[src/rtl/gcd_unit.sv]
// Sequential subtractive-Euclid GCD engine: one subtraction per lcdclk edge,
// latched operands, level/pulse completion flags and a step counter.
module gcd_unit #(
    parameter int WIDTH = 12
) (
    input  logic             lcdclk,
    input  logic             reset,
    input  logic             GCD_Load,
    input  logic [WIDTH-1:0] A,
    input  logic [WIDTH-1:0] B,
    output logic [WIDTH-1:0] gcd_out,
    output logic             done,
    output logic             done_pulse,
    output logic             busy,
    output logic [WIDTH-1:0] iter_cnt,
    output logic [1:0]       state_o
);

    typedef enum logic [1:0] {
        IDLE = 2'b00,
        CALC = 2'b01,
        DONE = 2'b10
    } state_t;

    state_t           state_q;
    logic [WIDTH-1:0] ra_q;
    logic [WIDTH-1:0] rb_q;
    logic [WIDTH-1:0] gcd_q;
    logic [WIDTH-1:0] iter_q;
    logic             done_q;
    logic             done_pulse_q;
    logic             busy_q;

    logic             terminal_d;
    logic             a_gt_b_d;
    logic [WIDTH-1:0] ra_d;
    logic [WIDTH-1:0] rb_d;

    // Always larger minus smaller, so neither register can underflow.
    always_comb begin
        terminal_d = (ra_q == '0) || (rb_q == '0) || (ra_q == rb_q);
        a_gt_b_d   = (ra_q > rb_q);
        ra_d       = ra_q;
        rb_d       = rb_q;
        if (a_gt_b_d) begin
            ra_d = ra_q - rb_q;
        end else begin
            rb_d = rb_q - ra_q;
        end
    end

    always_ff @(posedge lcdclk or posedge reset) begin
        if (reset) begin
            state_q      <= IDLE;
            ra_q         <= '0;
            rb_q         <= '0;
            gcd_q        <= '0;
            iter_q       <= '0;
            done_q       <= 1'b0;
            done_pulse_q <= 1'b0;
            busy_q       <= 1'b0;
        end else begin
            done_pulse_q <= 1'b0;
            case (state_q)
                IDLE, DONE: begin
                    if (GCD_Load) begin
                        ra_q    <= A;
                        rb_q    <= B;
                        iter_q  <= '0;
                        done_q  <= 1'b0;
                        busy_q  <= 1'b1;
                        state_q <= CALC;
                    end
                end
                CALC: begin
                    // GCD_Load is deliberately ignored here; no request queuing.
                    if (terminal_d) begin
                        gcd_q        <= ra_q | rb_q;
                        done_q       <= 1'b1;
                        done_pulse_q <= 1'b1;
                        busy_q       <= 1'b0;
                        state_q      <= DONE;
                    end else begin
                        ra_q   <= ra_d;
                        rb_q   <= rb_d;
                        iter_q <= iter_q + WIDTH'(1);
                    end
                end
                default: begin
                    busy_q  <= 1'b0;
                    state_q <= IDLE;
                end
            endcase
        end
    end

    assign gcd_out    = gcd_q;
    assign done       = done_q;
    assign done_pulse = done_pulse_q;
    assign busy       = busy_q;
    assign iter_cnt   = iter_q;
    assign state_o    = state_q;

endmodule

[config.mk]
export PLATFORM = sky130hd
export DESIGN_NAME = gcd_unit
export DESIGN_NICKNAME = d
export VERILOG_FILES = /design/src/rtl/gcd_unit.sv
export SDC_FILE = /design/constraint.sdc
export NUM_CORES = 1
export LEC_CHECK = 0
export CAP_MARGIN = 15
export CORE_ASPECT_RATIO = 1.1
export CORE_UTILIZATION = 60
export CTS_CLUSTER_DIAMETER = 50
export DETAILED_ROUTE_END_ITERATION = 8
export DONT_BUFFER_PORTS = 1
export PLACE_DENSITY_LB_ADDON = 0.3
export SYNTH_ARGS = -nofsm -noshare
export SYNTH_HDL_FRONTEND = slang
export SYNTH_SLANG_ARGS = --single-unit
[constraint.sdc]
create_clock -name lcdclk -period 3.03 [get_ports lcdclk]
set_clock_uncertainty 0.2 [all_clocks]
set_input_delay 0.606 -clock lcdclk [delete_from_list [all_inputs] [get_ports lcdclk]]
set_output_delay 0.606 -clock lcdclk [all_outputs]
set_load 0.05 [all_outputs]
==> flow_summary.ini <==
[outcome]
status = finished, final reports clean

[die]
ios = 56
fp-row-count = 30
coreArea_um2 = 6269
die_w_um = 79.63
start_util_pct = 63.45
dieArea_um2 = 6959
chipHeight_um = 87.40

[global_route]
grt_max_degree = 54
grt_pass1_vias = 3207
grt_pass1_wl_um = 15570
overflow = 0
antenna_found_initial = 0
grtUsageTotal_pct = 29.55

[timing]
rsz0062_at_grt = false
finalHoldViolations = 0
period_minus_slack_ns = 2.922
worstMarginPinSlew_ns = 0.7166
slew-limit-headroom_pct = 52.13
max_freq_ghz = 0.3422
fin_setup_tns_ns = 0
finalCritPeriodShare_pct = 96.45
setup_viol_count_final = 0
drv_slew = 0

[synth]
async_flop_share_pct = 100.0
synth_edf_count = 0
synth_fp_nets = 502
seq_area_frac_synth_pct = 33.34
ys_warn_count = 0
syn_inst = 437
ys_types = 66
synth_area_um2 = 3978
ys_ff_latch = 53
synth-main-ff-cell = dfrtp_1
postSynthAreaPerCell_um2 = 9.102

[setup_path]
critical-path-top-delay-family = compound AO/OA/AOI/OAI gates
crit-reg2reg-launch = ra_q[4]
endpoint = rb_q[3]
start_kind = register
r2r_end = rb_q[3]
crit_path_start = ra_q[4]
end_kind = register
cp.depth = 9
crit_path_max_fanout = 9
critPathMaxStageDelay_ns = 0.55
rr_worst_depth = 9
critPathRequiredTime_ns = 3.05
crit_type = reg -> reg
critPathBufInv = 2
cp.arrival_ns = 2.94
crit_chain = inv_1 > ha_1 > nor2b_2 > a211oi_4 > a21oi_2 > o21ai_2 > o21a_4 > buf_4 > mux2i_1
crit_slowest_cell = ha_1
r2r_slack_ns = 0.11

[clock_network]
cts_tree = done
clockBufferDepth = 2
clkSinkCount = 53
path_clk_slew_ns = 0.09
cts-buffers-inserted = 5
ctsRootBufferMaster = clkbuf_8
postCtsHoldBufs = 0
clk_latency_ns = 0.31
htreeDepth = 2

[place]
gp_congestion = 0.9934
dp_hpwl_um = 7564
io_buffers = 0

[cells_and_area]
area_growth_pct = 5.662
nets = 510
antenna_cells = 0
drive_gt1_share_pct = 13.23

[detailed_routing]
wl_per_cell_um = 18.39
vias = 3200
drc = 0
routed_wl_um = 9672
drtIter0Drc = 231
ant_nets = 0
first_pass_iters = 4
via_per_inst = 6.084

[hold_path]
min_path_type = in -> async

[run]
drv_cap = 0
==> repair_timing <==
action	CTS	global route
setup buffers	0	0
gates resized for setup	0	1
endpoints found under the setup margin	0	4
==> layer usage <==
layer,routed length [um],GRT usage (%),vias to the layer above
li1,-,-,1520
met1,4192,37.69,1533
met2,4565,48.87,119
met3,518,3.979,28
met4,396,14.88,0
met5,0,0,-
==> area by class of cell <==
class / instances / area (um^2)
multi-input combinational: 323 / 2377
fill: 510 / 2066
sequential: 53 / 1326
timing repair buffer: 21 / 157.7
inverter: 41 / 153.9
tap: 80 / 100.1
clock buffer: 6 / 72.57
clock inverter: 2 / 15.01
==> metrics by stage <==
| stage | cells | utilization, % | setup slack [ns] | hold WS [ns] | cell area [um^2] |
|---|---|---|---|---|---|
| after floorplan | 437 | - | 0.4874 | 0.3094 | 3978 |
| after global placement | 518 | 65.59 | 0.1390 | 0.3181 | 4111 |
| after detailed placement | 518 | 65.59 | 0.1382 | 0.3183 | 4111 |
| after CTS | 526 | 66.99 | 0.09906 | 0.1793 | 4199 |
| after global routing | 526 | 67.05 | 0.001118 | 0.2119 | 4203 |
| final | 526 | 67.05 | 0.1076 | 0.1530 | 4203 |
==> synth_stat cells (all sizes together) (3+ instances only) <==
| library cell | number | share of area, % |
|---|---|---|
| mux2i | 17 | 4.3 |
| nor2 | 46 | 4.4 |
| a2111oi | 4 | 2.0 |
| nand4 | 4 | 0.94 |
| a211oi | 6 | 1.4 |
| nor3 | 11 | 1.8 |
| ha | 36 | 11 |
| or3 | 4 | 0.75 |
| or2 | 3 | 0.47 |
| a21o | 3 | 0.57 |
| nand3 | 16 | 2.0 |
| xnor2 | 22 | 4.8 |
| a21oi | 34 | 4.4 |
| inv | 40 | 3.8 |
| nor2b | 10 | 1.6 |
| buf | 14 | 2.5 |
| o21ai | 17 | 2.3 |
| nor4 | 13 | 2.4 |
| mux2 | 8 | 2.6 |
| dfrtp | 53 | 33 |
| clkbuf | 6 | 0.57 |
| nand2b | 3 | 0.47 |
| o21bai | 6 | 1.1 |
| nand2 | 33 | 3.3 |
==> worst min path at each step <==
stage | startpoint | endpoint
final | reset | done_pulse
after global routing | reset | gcd_out[4]
after CTS | reset | done_pulse
after detailed placement | iter_cnt[0] | iter_cnt[0]
after global placement | iter_cnt[0] | iter_cnt[0]
after floorplan | rb_q[9] | rb_q[9]
==> logic make-up (layout without fill, tap and decap cells) <==
group / Yosys count / after routing / synth area share [%]
compound gates: 91 / 91 / 16.42
xor+xnor: 22 / 22 / 4.844
fa+ha+maj: 38 / 38 / 12.33
buf+inv: 61 / 70 / 6.983
flops: 53 / 53 / 33.34
mux: 25 / 25 / 6.920
simple gates: 147 / 147 / 19.16
==> sequential cells by signal (all words and copies together), names as in the netlist <==
signal,flops
done_pulse,1
iter_cnt,12
gcd_out,12
rb_q,12
ra_q,12
state_o,2
done,1
busy,1
==> placed cells by master, fill, tap and decap left out, drive strengths merged, types with 3 or more instances in the layout <==
master,Yosys,routed
or2,3,3
nor2b,10,10
inv,40,40
nor2,46,46
nand2,33,33
a2111oi,4,4
or3,4,4
nand3,16,16
a21oi,34,34
nand4,4,4
nor4,13,13
dfrtp,53,53
clkbuf,6,6
nand2b,3,3
o21bai,6,6
a21o,3,3
mux2i,17,17
buf,14,21
o21ai,17,17
mux2,8,8
xnor2,22,22
a211oi,6,6
nor3,11,11
ha,36,36
Power is left out: the tool's default activity adds up to more than one toggle a clock period on the data nets, which glitch-free logic cannot reach.
